**src/rtl/vect2bits_pulse_pkg.sv**
```systemverilog
// Shared constants for the tProc word splitter: field offsets and mode encodings.
package vect2bits_pulse_pkg;

  // The value field starts at bit 0. The write-enable field starts at bit N, so it
  // depends on the instance parameter and is derived in the top level.
  localparam int unsigned VAL_LSB = 0;

  // Per-bit mode encodings, as they appear on the mode input.
  localparam logic MODE_LEVEL = 1'b0;
  localparam logic MODE_PULSE = 1'b1;

  // Offset of the write-enable mask for an N-bit splitter.
  function automatic int unsigned we_lsb(input int unsigned n);
    return n;
  endfunction

endpackage

```
**src/rtl/vect2bits_pulse_ch.sv**
```systemverilog
// One output channel: latched mode, pulse down-counter, output bit and busy flag.
module vect2bits_pulse_ch
  import vect2bits_pulse_pkg::*;
#(
  parameter int unsigned LEN_W = 16
) (
  input  logic             clk,
  input  logic             aresetn,
  input  logic             we_i,
  input  logic             val_i,
  input  logic             mode_i,
  input  logic [LEN_W-1:0] len_i,
  output logic             dout_o,
  output logic             busy_o,
  output logic             mode_o
);

  logic             mode_q, mode_d;
  logic [LEN_W-1:0] cnt_q,  cnt_d;
  logic             dout_q, dout_d;
  logic             busy_q, busy_d;

  // Next state. A write always wins over a pulse expiring in the same cycle.
  always_comb begin
    mode_d = mode_q;
    cnt_d  = cnt_q;
    dout_d = dout_q;
    busy_d = busy_q;
    if (we_i) begin
      mode_d = mode_i;
      if (mode_i == MODE_PULSE && val_i) begin
        // Start or extend a pulse. A length of 0 behaves like a length of 1.
        dout_d = 1'b1;
        busy_d = 1'b1;
        cnt_d  = (len_i == '0) ? '0 : len_i - 1'b1;
      end else begin
        // A level write, or a pulse write of 0, sets the bit and aborts any pulse.
        dout_d = val_i;
        busy_d = 1'b0;
        cnt_d  = '0;
      end
    end else if (busy_q && mode_q == MODE_PULSE) begin
      if (cnt_q == '0) begin
        dout_d = 1'b0;
        busy_d = 1'b0;
      end else begin
        cnt_d = cnt_q - 1'b1;
      end
    end
  end

  // State register. Reset clears everything and leaves the channel in level mode.
  always_ff @(posedge clk or negedge aresetn) begin
    if (!aresetn) begin
      mode_q <= MODE_LEVEL;
      cnt_q  <= '0;
      dout_q <= 1'b0;
      busy_q <= 1'b0;
    end else begin
      mode_q <= mode_d;
      cnt_q  <= cnt_d;
      dout_q <= dout_d;
      busy_q <= busy_d;
    end
  end

  assign dout_o = dout_q;
  assign busy_o = busy_q;
  assign mode_o = mode_q;

endmodule

```
**src/rtl/vect2bits_pulse.sv**
```systemverilog
// Splits a tProc output word into N trigger/marker bits, each in level or pulse mode.
//
// Input strobe: din_valid is a valid-only strobe with no ready. A word is taken on
// every rising clk edge where din_valid is high. Each bit whose write-enable is set
// updates on that edge, and dout/busy show the result from then on.
module vect2bits_pulse
  import vect2bits_pulse_pkg::*;
#(
  parameter int unsigned DIN_W = 160,
  parameter int unsigned N     = 16,
  parameter int unsigned LEN_W = 16
) (
  input  logic             clk,
  input  logic             aresetn,
  input  logic [DIN_W-1:0] din,
  input  logic             din_valid,
  input  logic [N-1:0]     mode,
  input  logic [LEN_W-1:0] pulse_len,
  output logic [N-1:0]     dout,
  output logic [N-1:0]     busy
);

  localparam int unsigned WE_LSB = we_lsb(N);

  // Elaboration-time parameter checks.
  if (DIN_W < 2 * N) begin : g_din_w_check
    $error("vect2bits_pulse: DIN_W (%0d) must be >= 2*N (%0d)", DIN_W, 2 * N);
  end
  if (N < 1 || N > 64) begin : g_n_check
    $error("vect2bits_pulse: N (%0d) must be within 1..64", N);
  end

  logic [N-1:0] val;
  logic [N-1:0] we;
  logic [N-1:0] mode_latched;

  assign val = din[VAL_LSB +: N];
  assign we  = din_valid ? din[WE_LSB +: N] : '0;

  // The bits above the two fields carry nothing for this block.
  if (DIN_W > 2 * N) begin : g_upper
    logic unused_upper;
    assign unused_upper = ^din[DIN_W-1:2*N];
  end

  // The latched modes are kept per channel and are visible here for debug.
  logic unused_mode_latched;
  assign unused_mode_latched = ^mode_latched;

  for (genvar i = 0; i < N; i++) begin : g_ch
    vect2bits_pulse_ch #(
      .LEN_W (LEN_W)
    ) u_ch (
      .clk     (clk),
      .aresetn (aresetn),
      .we_i    (we[i]),
      .val_i   (val[i]),
      .mode_i  (mode[i]),
      .len_i   (pulse_len),
      .dout_o  (dout[i]),
      .busy_o  (busy[i]),
      .mode_o  (mode_latched[i])
    );
  end

endmodule

```
**config.mk**
```make
export PLATFORM = sky130hd
export DESIGN_NAME = vect2bits_pulse
export DESIGN_NICKNAME = d
export VERILOG_FILES = /design/src/rtl/vect2bits_pulse_pkg.sv /design/src/rtl/vect2bits_pulse_ch.sv /design/src/rtl/vect2bits_pulse.sv
export SDC_FILE = /design/constraint.sdc
export NUM_CORES = 1
export LEC_CHECK = 0
export CAP_MARGIN = 20
export CORE_ASPECT_RATIO = 1.4
export CORE_MARGIN = 2
export CORE_UTILIZATION = 45
export CTS_CLUSTER_SIZE = 20
export DETAILED_ROUTE_END_ITERATION = 16
export PLACE_DENSITY = 0.71
export SLEW_MARGIN = 20
export SYNTH_ARGS = -nofsm -noshare
export SYNTH_HDL_FRONTEND = slang
export SYNTH_HIERARCHICAL = 1
export SYNTH_SLANG_ARGS = --single-unit
```
**constraint.sdc**
```tcl
create_clock -name clk -period 2.6 [get_ports clk]
set_input_delay 0.78 -clock clk [delete_from_list [all_inputs] [get_ports clk]]
set_output_delay 0.78 -clock clk [all_outputs]
set_load 0.01 [all_outputs]
```
Word-level counts from Yosys, hierarchy flattened
Index checks and enable logic that the tools add are counted.
{"block": "word_totals", "regBits": 304, "input_bits": 195, "output_inout_bits": 32}
{"block": "classes", "add_sub_neg": 17, "eq_ne": 16, "muxes": 162, "reduce_logical": 113}
{"op": "$mux 16", "n": 66}
{"op": "$logic_not 16->1", "n": 17}
{"op": "$sub 16x1->16 const B", "n": 17}
{"op": "$mux 1", "n": 96}
{"op": "$reduce_and 2->1", "n": 32}
{"op": "$reduce_bool 2->1", "n": 32}
{"op": "$logic_and 1x1->1", "n": 32}
{"op": "$ne 2x2->1 const B", "n": 16}

Depth between registers and ports, before layout
Gate-level depths: netlist (run 1).
{"block": "depth", "ltp_word": 4, "mapped_depth": 9, "ltp_nobuf": 7}

By module
The synthesis (run 1) kept the hierarchy.
{"mod": "vect2bits_pulse_ch (g_ch[0].u_ch ...)", "instances": 9, "cells_per_inst": 162, "area_each_um2": 1470.2}
{"mod": "vect2bits_pulse_ch (g_ch[3].u_ch ...)", "instances": 6, "cells_per_inst": 185, "area_each_um2": 1522.7}
{"mod": "vect2bits_pulse_ch (g_ch[9].u_ch)", "instances": 1, "cells_per_inst": 173, "area_each_um2": 1547.7}
{"mod": "vect2bits_pulse", "instances": 1, "cells_per_inst": 17, "area_each_um2": 126.4}

Worst setup path after synthesis (run 1)
Ideal clock, no wire load.
{"block": "synth_timing", "path_type": "in2reg", "start": "input pulse_len[0]", "end": "register g_ch[0].u_ch.cnt_q[8]", "setup_time_ps": 67, "t_arrival_ps": 2492, "path_slack_ps": 41, "cell_stages": 7, "path_buffers": 0, "path_cell_list": "inv_1 -> ha_1 -> or3b_2 -> or4_1 -> a221oi_1 -> or3_1 -> o221a_1"}
{"block": "synth_between", "elab_chain_len": 4}
{"element": "start: declaration", "line": "vect2bits_pulse.sv:18", "source": "input logic [LEN_W-1:0] pulse_len,"}
{"element": "$sub 16x1->16 or $logic_not 16->1 (tied branches)", "line": "vect2bits_pulse_ch.sv:35", "source": "cnt_d = (len_i == '0) ? '0 : len_i - 1'b1;"}
{"element": "$mux 16 *", "line": "vect2bits_pulse_ch.sv:35"}
{"element": "$mux 16 *", "line": "vect2bits_pulse_ch.sv:31", "source": "if (mode_i == MODE_PULSE && val_i) begin"}
{"element": "$mux 16 *", "line": "vect2bits_pulse_ch.sv:29", "source": "if (we_i) begin"}
{"element": "end signal: assignment", "line": "vect2bits_pulse_ch.sv:61", "source": "cnt_q <= cnt_d;"}
{"element": "end: declaration", "line": "vect2bits_pulse_ch.sv:19", "source": "logic [LEN_W-1:0] cnt_q, cnt_d;"}
Every way passes the cells marked *; elsewhere a longest branch is shown, timed or not.
A chain may end at the register's enable or synchronous reset.

Worst setup path after layout (run 1)
{"block": "layout_timing", "start": "register g_ch[4].u_ch.cnt_q[0]", "end": "register g_ch[4].u_ch.cnt_q[4]"}
{"block": "layout_between", "elab_chain_len": 4}
{"element": "start: declaration", "line": "vect2bits_pulse_ch.sv:19"}
{"element": "start signal: assignment", "line": "vect2bits_pulse_ch.sv:61"}
{"element": "$sub 16x1->16", "line": "vect2bits_pulse_ch.sv:47", "source": "cnt_d = cnt_q - 1'b1;"}
{"element": "$mux 16", "line": "vect2bits_pulse_ch.sv:43", "source": "if (cnt_q == '0) begin"}
{"element": "$mux 16", "line": "vect2bits_pulse_ch.sv:42", "source": "end else if (busy_q && mode_q == MODE_PULSE) begin"}
{"element": "$mux 16", "line": "vect2bits_pulse_ch.sv:29"}
Several ways; a longest one is shown, not always the timed one. The select of a mux whose other input is x is not followed.

==> results.md, run 1 <==
- Element type at the critical path start: flop
- Type of the setup path with the least slack: flop to flop
- Chip height: 277 um
- Standard cell core area: 53100 um2
- # nets final: 3433
- Worst-margin pin slew: 712 ps
- Count of antenna-violating nets left after detailed routing: 0
- Final hold viol count: 0
- Share of final-layout standard cells stronger than drive strength 1: 22.2%
- Worst-path fanout max: 7
- Count of clock tree sinks: 304
- Clock latency of the later-clocked register in the worst-skew pair: 560 ps
- Vias per cell: 6.28
- Number of CTS-inserted buffers: 36
- Buffer type at the clock tree root: clkbuf_16
- Horizontal die dimension: 199 um
- Worst Hold Class: primary input to async pin
- Number of port buffers: 98
- Flip-flop cell with the highest count after synthesis: dfrtp_1
- Area of the die: 55300 um2
- Routed via count: 24643
- Clock tree from TritonCTS: done
- Count of unique library cells instantiated by Yosys: 70
- HPWL after detailed placement: 55.2 mm
- Average size of a mapped cell: 8.72 um2
- Number of synthesized flops with an enable pin: 0
- Longest Clk Path Bufs: 3
- Worst slew slack as a fraction of its limit: 51.8%
- Worst path max stage delay: 610 ps
- Maximum operating frequency: 391 MHz
- Number of max-capacitance violations reported: 0
- Result of the run: complete, no violations
- Weighted congestion at the end of routability-driven global placement: 0.925
- First-pass iteration count of the detailed router: 6
- Cell leakage power: 0.0126 uW
- Area grow syn2layout: 24.7%
- Global-route wire length before repair: 124 mm
- Worst Setup End Kind: flop
- Global route total overflow: 0
- Total Power: 20100 uW
- 1st-iter DRT viols: 1796
- Post-layout util: 56.5%
- Register area share after synthesis: 31.6%
- Antenna cells: 0
- Post-synthesis cell area: 24000 um2
- Initial standard-cell utilization of the core: 45.3%
- H-tree levels: 2
- Cells after synthesis: 2758
- Drt wl/cell: 19.5 um
- Final number of max-transition violations: 0
- Library cell contributing the largest single delay on the critical path: or4_4
- Pin count of the biggest net entering global routing: 52
- Total routing usage reported by global routing: 27.4%
- Critical path, cell by cell: inv_2, ha_2, or4b_2, or4_4, a21o_1, buf_4, o221a_1
- CTS clk-pin slew, worst paths: 60 ps
- Wire length after detailed routing: 76.7 mm
- Placed cell count: 3858
- Largest delay contributor family on the critical path: simple AND/OR/NAND/NOR gates
- Data required time of the critical path: 3050 ps
- Final setup vio count: 0
- Number of global-route vias before repair: 24907
- Cell Rows: 100
- Worst supply voltage drop on vdd: 381 uV
- Final cycle utilization of the critical path: 98.2%
- Top Ports: 227
- Setup Skew: 20.6 ps
- Layout Cells excl Fill: 3927
- Proportion of synthesized flip-flops having asynchronous set or reset: 100%
- PwrDens: 669 nW/um2
- Period minus WS final: 2550 ps
- Flip-flop and latch count after synthesis: 304
- Initial antenna violation count: 1
- Filler cells: 4764
- Crit path buf inv count: 2
- Post-synthesis net count: 3001
- Arr. time, crit path: 3000 ps
- Number of remaining DRC errors: 0
- Warnings from Yosys: 6
## state kept, by name, summed over array words and instances, names as in the netlist
| register | flops |
|---|---|
| g_ch.u_ch/busy_o | 16 |
| g_ch.u_ch/dout_o | 16 |
| g_ch.u_ch/mode_o | 16 |
| g_ch.u_ch/cnt_q | 256 |
## power breakdown
group          total, uW  internal [uW]  switching, uW  leakage, uW
registers           6690           5580           1100      0.00402
logic               8340           3890           4460      0.00800
clock network       5030           2920           2110     0.000556
## what timing repair did
item,CTS,global route
hold buffers,0,0
endpoints found under the hold margin,0,0
buffers inserted,0,8
gates resized for setup,0,37
setup endpoints to repair,0,36
## final timing paths
kind                                                        start  slack (ps)                                 end  cells past startpoint
max in group asynchronous                                 aresetn        1630     g_ch[1].u_ch/dout_o$_DFFE_PN0P_                      2
worst min register to register    g_ch[9].u_ch/dout_o$_DFFE_PN0P_         550     g_ch[9].u_ch/dout_o$_DFFE_PN0P_                      2
worst min-delay path                                      aresetn         170  g_ch[5].u_ch/cnt_q[14]$_DFFE_PN0P_                      1
worst max-delay path            g_ch[4].u_ch/cnt_q[0]$_DFFE_PN0P_          50   g_ch[4].u_ch/cnt_q[4]$_DFFE_PN0P_                      7
min in group clk                  g_ch[9].u_ch/dout_o$_DFFE_PN0P_         550     g_ch[9].u_ch/dout_o$_DFFE_PN0P_                      2
worst max register to register  g_ch[4].u_ch/cnt_q[0]$_DFFE_PN0P_          50   g_ch[4].u_ch/cnt_q[4]$_DFFE_PN0P_                      7
## cells in the mapped netlist, drive strengths merged, types with 45 or more instances
library cell	instances	share of area (%)
a21oi	149	3.5
a31oi	46	1.2
and2	45	1.2
and3	48	1.2
clkbuf	70	1.1
dfrtp	304	32
ha	48	2.5
inv	94	1.5
nand2	134	2.1
nand3	83	1.7
nor2	281	4.4
nor3	152	3.2
nor4	104	3.4
o21a	79	2.5
o22ai	106	3.0
o32ai	45	1.6
or3	46	1.2
or4	48	1.9
xnor2	126	4.6
xor2	115	4.2
## cells by family (layout without fill, tap and decap cells)
family | Yosys count | count (layout) | synth area share, %
simple gates | 1216 | 1216 | 29.7
compound gates | 723 | 723 | 22.5
mux | 18 | 18 | 0.796
flops | 304 | 304 | 31.6
buf+inv | 208 | 663 | 4.14
fa+ha+maj | 48 | 48 | 2.50
xor+xnor | 241 | 241 | 8.78
## stage by stage
stage | worst slack, ps | setup TNS (ps) | hold WS, ps | instance area [um2]
floorplan | 40.9 | 0 | 484 | 24000
global placement | -410 | -24320 | 532 | 28700
detailed placement | -480 | -33030 | 539 | 28700
CTS | 54.4 | 0 | 180 | 29800
global route | -8.78 | -8.78 | 179 | 30000
finish | 45.5 | 0 | 166 | 30000
## cell usage in the layout, fill, tap and decap left out, types with 22 or more instances in the layout
cell type        synthesis  layout
buf_4                    1     375
dfrtp_1                304     304
nor2_1                 281     276
nor3_1                 152     150
a21oi_1                140     140
nand2_1                134     134
xnor2_1                126     126
xor2_1                 115     115
nor4_1                  92      92
o22ai_1                 97      91
inv_1                   94      88
nand3_1                 83      83
clkdlybuf4s50_1          0      81
o21a_1                  79      79
and3_1                  48      48
or3_1                   46      46
o32ai_1                 45      45
a31oi_1                 46      45
ha_1                    48      43
nand4_1                 40      40
nand4b_1                39      39
o21ai_0                 39      39
clkbuf_16                0      37
o22a_2                  36      36
a41o_1                  36      36
buf_12                   0      35
and2_1                  31      30
a211oi_1                30      30
a21o_1                  31      29
or4_4                   28      28
nor4b_1                 28      28
nand3b_1                24      24
and4_1                  24      24
nor2b_1                 23      23
nor3b_1                 22      22
## layer usage
metal,GRT usage (%),share of wire (%)
met5,0,0.017
met4,15.7,5.8
met3,3.78,5.3
met2,48.8,51
met1,30.9,38
## cell type report
cell class	count	area, um2	area share, %
Clock inverter	10	104	0.346
Multi-Input combinational cell	2246	15600	51.9
Timing Repair Buffer	508	4440	14.8
Sequential cell	304	7610	25.4
Tap cell	714	893	2.98
Inverter	94	353	1.18
Clock buffer	51	1020	3.40
Note: power is estimated with default switching activity, not from simulation.
==> run 2, diff against run 1 <==
--- a/config.mk
+++ b/config.mk
@@ -9,6 +9,7 @@
 export CORE_ASPECT_RATIO = 1.4
 export CORE_MARGIN = 2
 export CORE_UTILIZATION = 45
+export CTS_CLUSTER_DIAMETER = 100
 export CTS_CLUSTER_SIZE = 20
 export DETAILED_ROUTE_END_ITERATION = 16
 export PLACE_DENSITY = 0.71
==> run 2 against run 1 <==
- count of clock-buffer cells in the layout down 32
- cell count shrank 1.1%
- sequential share of layout area increased by 0.61 points
- via count is 0.89% lower
- fmax is 0.46% higher
- utilization is 1.3 points lower
- worst hold slack improved by 5.2 ps
- highest routed layer is now met4
==> results.md, run 2 (same netlist as run 1, synthesis figures left out) <==
- Result of the run: complete, no violations
- Worst-path fanout max: 19
- Element type at the critical path start: primary input
- Drt wl/cell: 19.5 um
- Clock tree from TritonCTS: done
- Cell Rows: 100
- PwrDens: 616 nW/um2
- HPWL after detailed placement: 55.2 mm
- Cell leakage power: 0.0122 uW
- RSZ-0062 raised after global routing: true
- Final cycle utilization of the critical path: 97.8%
- Chip height: 277 um
- Filler cells: 4843
- Clock latency of the later-clocked register in the worst-skew pair: 550 ps
- Worst Setup End Kind: flop
- Number of port buffers: 98
- Number of global-route vias before repair: 24721
- Pin count of the biggest net entering global routing: 52
- Worst Hold Class: primary input to async pin
- Area of the die: 55300 um2
- Longest Clk Path Bufs: 3
- Number of max-capacitance violations reported: 0
- Flip-flop count of the largest register, all copies and words added: 256
- Routed via count: 24424
- Worst hold slack: 171 ps
- Global route total overflow: 0
- Arr. time, crit path: 3030 ps
- Initial standard-cell utilization of the core: 45.3%
- Wire length after detailed routing: 75.6 mm
- Data required time of the critical path: 3090 ps
- Type of the setup path with the least slack: primary input to flop
- Maximum operating frequency: 393 MHz
- Period minus WS final: 2540 ps
- Top Ports: 227
- Share of final-layout standard cells stronger than drive strength 1: 21.2%
- Antenna cells: 0
- 1st-iter DRT viols: 1668
- Hold buffers post-CTS: 0
- Top reg by flops: g_ch.u_ch/cnt_q
- Final hold viol count: 0
- First-pass iteration count of the detailed router: 5
- Total routing usage reported by global routing: 26.8%
- Setup Skew: 26.3 ps
- # nets final: 3414
- Leading cell type in the layout, fill and taps excluded: buf_4
- Buffer type at the clock tree root: clkbuf_16
- Worst-margin pin slew: 770 ps
- Global-route wire length before repair: 122 mm
- Number of remaining DRC errors: 0
- H-tree levels: 1
- Standard cell core area: 53100 um2
- Top library cells by usage in the layout, fill and taps aside: buf_4 (375), dfrtp_1 (304), nor2_1 (278), nor3_1 (150), a21oi_1 (140)
- Vias per cell: 6.29
- Initial antenna violation count: 0
- Area grow syn2layout: 21.7%
- Final number of max-transition violations: 0
- CTS clk-pin slew, worst paths: 90 ps
- Worst slew slack as a fraction of its limit: 47.9%
- Final setup vio count: 0
- Count of clock tree sinks: 304
- Worst supply voltage drop on vdd: 438 uV
- Horizontal die dimension: 199 um
- Weighted congestion at the end of routability-driven global placement: 0.925
- Number of CTS-inserted buffers: 19
- Count of antenna-violating nets left after detailed routing: 0
- Total Power: 18000 uW
- Post-Route Setup TNS: 0 ps
[run 2: path summary, 6_finish.rpt]
path                                                   start                                 end  slack (ps)  depth (start not counted)
max                                             pulse_len[0]  g_ch[10].u_ch/cnt_q[8]$_DFFE_PN0P_          60                          9
min                                                  aresetn  g_ch[5].u_ch/cnt_q[14]$_DFFE_PN0P_         170                          1
max reg2reg                g_ch[3].u_ch/cnt_q[0]$_DFFE_PN0P_  g_ch[3].u_ch/cnt_q[11]$_DFFE_PN0P_          70                          8
min reg2reg                g_ch[8].u_ch/cnt_q[1]$_DFFE_PN0P_   g_ch[8].u_ch/cnt_q[1]$_DFFE_PN0P_         560                          2
max in group asynchronous                            aresetn  g_ch[10].u_ch/cnt_q[4]$_DFFE_PN0P_        1620                          2
min in group clk           g_ch[8].u_ch/cnt_q[1]$_DFFE_PN0P_   g_ch[8].u_ch/cnt_q[1]$_DFFE_PN0P_         560                          2
[run 2: through the flow]
stage | util (%) | area (um2) | worst slack (ps) | instances
finish | 55.2 | 29300 | 57.1 | 3885
global route | 55.2 | 29300 | -10.8 | 3885
CTS | 55.0 | 29200 | 26.8 | 3879
detailed placement | 54.0 | 28700 | -480 | 3858
global placement | 54.0 | 28700 | -410 | 3858
floorplan | - | 24000 | 40.9 | 2758
[run 2: routing by layer]
metal / track usage, % / vias up / share of wire, % / routed length (um)
met3: 2.40 / 230 / 4.6 / 3470
li1: - / 11406 / - / -
met4: 14.6 / 0 / 5.4 / 4090
met5: 0 / - / 0 / 0
met1: 30.9 / 11956 / 39 / 29400
met2: 48.4 / 832 / 51 / 38600
[run 2: worst max-delay path: stages]
cell      delay, ps
buf_2           150
buf_12          180
inv_1            60
ha_1            160
or3b_2          480
or4_1           490
a221oi_1        390
or3_1           160
o221a_1         160
[run 2: timing repair]
item                                    4_1_cts  5_1_grt
endpoints found under the setup margin        0       41
endpoints found under the hold margin         0        0
resized for setup                             0       23
setup buffers                                 0        6
[run 2: power by group]
group / total [uW] / internal (uW) / switching (uW)
Combinational: 8290 / 3860 / 4420
Clock: 3070 / 1330 / 1730
Sequential: 6670 / 5570 / 1100
Total: 18000 / 10800 / 7250
[run 2: final cells by class]
| cell class | count | area, um2 | area share (%) |
|---|---|---|---|
| multi-input combinational | 2246 | 15500 | 52.9 |
| sequential | 304 | 7610 | 26.0 |
| timing repair buffer | 506 | 4420 | 15.1 |
| tap | 714 | 893 | 3.05 |
| clock buffer | 19 | 475 | 1.62 |
| inverter | 94 | 353 | 1.21 |
| clock inverter | 2 | 25.0 | 0.0855 |
==> variant, RTL diff (flow settings as in run 1) <==
`LEN_W` is set to 16 in 2 places; all go to 8.
--- a/src/rtl/vect2bits_pulse_ch.sv
+++ b/src/rtl/vect2bits_pulse_ch.sv
@@ -4,3 +4,3 @@
 #(
-  parameter int unsigned LEN_W = 16
+  parameter int unsigned LEN_W = 8
 ) (
--- a/src/rtl/vect2bits_pulse.sv
+++ b/src/rtl/vect2bits_pulse.sv
@@ -10,3 +10,3 @@
   parameter int unsigned N     = 16,
-  parameter int unsigned LEN_W = 16
+  parameter int unsigned LEN_W = 8
 ) (
Ports: changed (resized pulse_len); port bits go from 227 to 219. The function was not compared with the original's and may differ.
==> variant against run 1 <==
First-iteration DRC count down 65%. Final area down 48%. Core utilization down 0.59 points. Synthesized cell count down 48%. Sequential cell count down 128. Setup slack better by 0.24 ns. Critical path type is now reg2out. Clock skew down 0.012 ns. Die area down 47%. Power down 50%. Area after synthesis down 47%. Combinational power down 58%. Wire length down 57%. Global-route usage down 4.9 points.
==> variant: results (changes against run 1) <==
route:
  routed_via_density: 5.87  # -6.5%
  wire_per_inst_um: 16.4  # -16%
  drt-initial-drc-count: 626  # -65%
  routed_wirelength_mm: 32.8  # -57%
  first_pass_iters: 5  # -1
setup_path:
  cp_top_family: "buffers and inverters"
  crit_type: "reg2out"
  cp-endpoint: "busy[14]"
  critical_path.reg2reg.endpoint: "g_ch[2].u_ch/cnt_q[3]"
  max_stage_delay_ns: 0.61  # about the same
  cp_max_fo: 6  # -1
  critPathArrivalTime_ns: 1.54  # -1.46 ns
  rr_startpoint: "g_ch[2].u_ch/cnt_q[0]"
  rrSetupSlack_ns: 0.75  # +0.70 ns
  cp-startpoint: "g_ch[14].u_ch/busy_o"
  slowest_stage: "clkdlybuf4s50_1"
sta:
  hold_slack_ns: 0.271  # +0.105 ns
  clock_skew_ns: 0.00874  # -0.0119 ns
  fin_crit_ns: 2.32  # -0.237 ns
  worst_slew_pin_slew_ns: 0.592  # -0.120 ns
finish:
  drive_above_1_share: 0.172  # -0.0499
  fill_cells: 2507  # -47%
  largest_reg_flops: 128  # -50%
  nets: 1867  # -46%
yosys:
  synthTopCellsByArea: "dfrtp_1 35%, ha_1 6.3%, nor2_1 4.2%"
  netlist_instances: 1423  # -48%
  synthTopCellsByCount: "176 x dfrtp_1, 142 x nor2_1, 92 x inv_1, 87 x nand3_1, 82 x a21oi_1"
  yosysSeqAreaShare: 0.347  # +0.0309
  yosysUniqueCellTypes: 60  # -14%
  syn_nets: 1674  # -44%
grt:
  antenna_found_initial: 2  # +1
  grt_pass1_wl_mm: 55.2  # -55%
  grt_pass1_vias: 11500  # -54%
  grt.total_usage: 0.225  # -0.0486
  grt_max_degree: 51  # -1.9%
status:
  status: "finished, final reports clean"
place:
  io_buffers: 90  # -8.2%
  dpl.hpwl_mm: 24.0  # -57%
  pre_cts_ws_ns: -0.0356  # +0.444 ns
  dp_cells: 1967  # -49%
  gp_congestion: 0.911  # -1.6%
clock_tree:
  insertion_delay_ns: 0.45  # -0.11 ns
  h-tree-depth: 4  # +2
  numCtsBuffers: 17  # -53%
  cts_buffer_depth: 2  # -1
power_and_ir_drop:
  peakVddDrop_v: 0.000452  # +19%
  p_leak_nw: 6.83  # -46%
## variant: cell types whose count changed in the layout (fill, tap and decap cells not counted), moves of 58 or more
cell	run 1	this run
buf_4	375	91
nor4_1	92	30
xnor2_1	126	33
nor2_1	276	142
nand2_1	134	76
dfrtp_1	304	176
a21oi_1	140	82
nor3_1	150	44
xor2_1	115	31
## variant: final cells by class
class / instances / area share
flip-flops and latches: 176 / 0.285
repair buffers: 195 / 0.119
inverters: 92 / 0.0223
clock inverters: 12 / 0.00728
clock buffers: 19 / 0.0293
diodes: 1 / 0.000162
multi-input cells: 1134 / 0.507
well taps: 370 / 0.0299
## variant: report_power, final
part	switching [mW]	internal, mW	leakage (nW)
registers	0.705	3.37	2.26
logic	1.89	1.65	4.31
clock network	1.15	1.36	0.263
## variant: metrics by stage
step | setup TNS (ns) | instance area (sq um)
finish | 0 | 15500
global route | 0 | 15500
CTS | 0 | 15500
detailed placement | -0.101 | 14900
global placement | -0.0366 | 14900
floorplan | 0 | 12700
## variant: cell families (layout without fill, tap and decap cells)
group	after synthesis	count (layout)	synth area share
DFF	176	176	0.347
and+or+nand+nor	558	558	0.246
buffers and inverters	113	318	0.0342
other	0	1	0
adders and majority gates	64	64	0.0631
muxes	44	44	0.0363
AOI/OAI and AO/OA	404	404	0.229
xor gates and xnor gates	64	64	0.0442
## variant: layer usage
metal | track usage | share of wire
met1 | 0.269 | 0.42
met2 | 0.410 | 0.52
met3 | 0.0276 | 0.035
met4 | 0.0879 | 0.023
met5 | 0 | 0
## variant: worst register-to-register path, delay by kind of cell (launching register included)
kind                     cells  cell delay (ns)
AO/OA/AOI/OAI                3             0.74
adder cells (fa/ha/maj)      1             0.20
AND/OR/NAND/NOR              2             0.38
flip-flops                   1             0.40
buffers and inverters        1             0.08
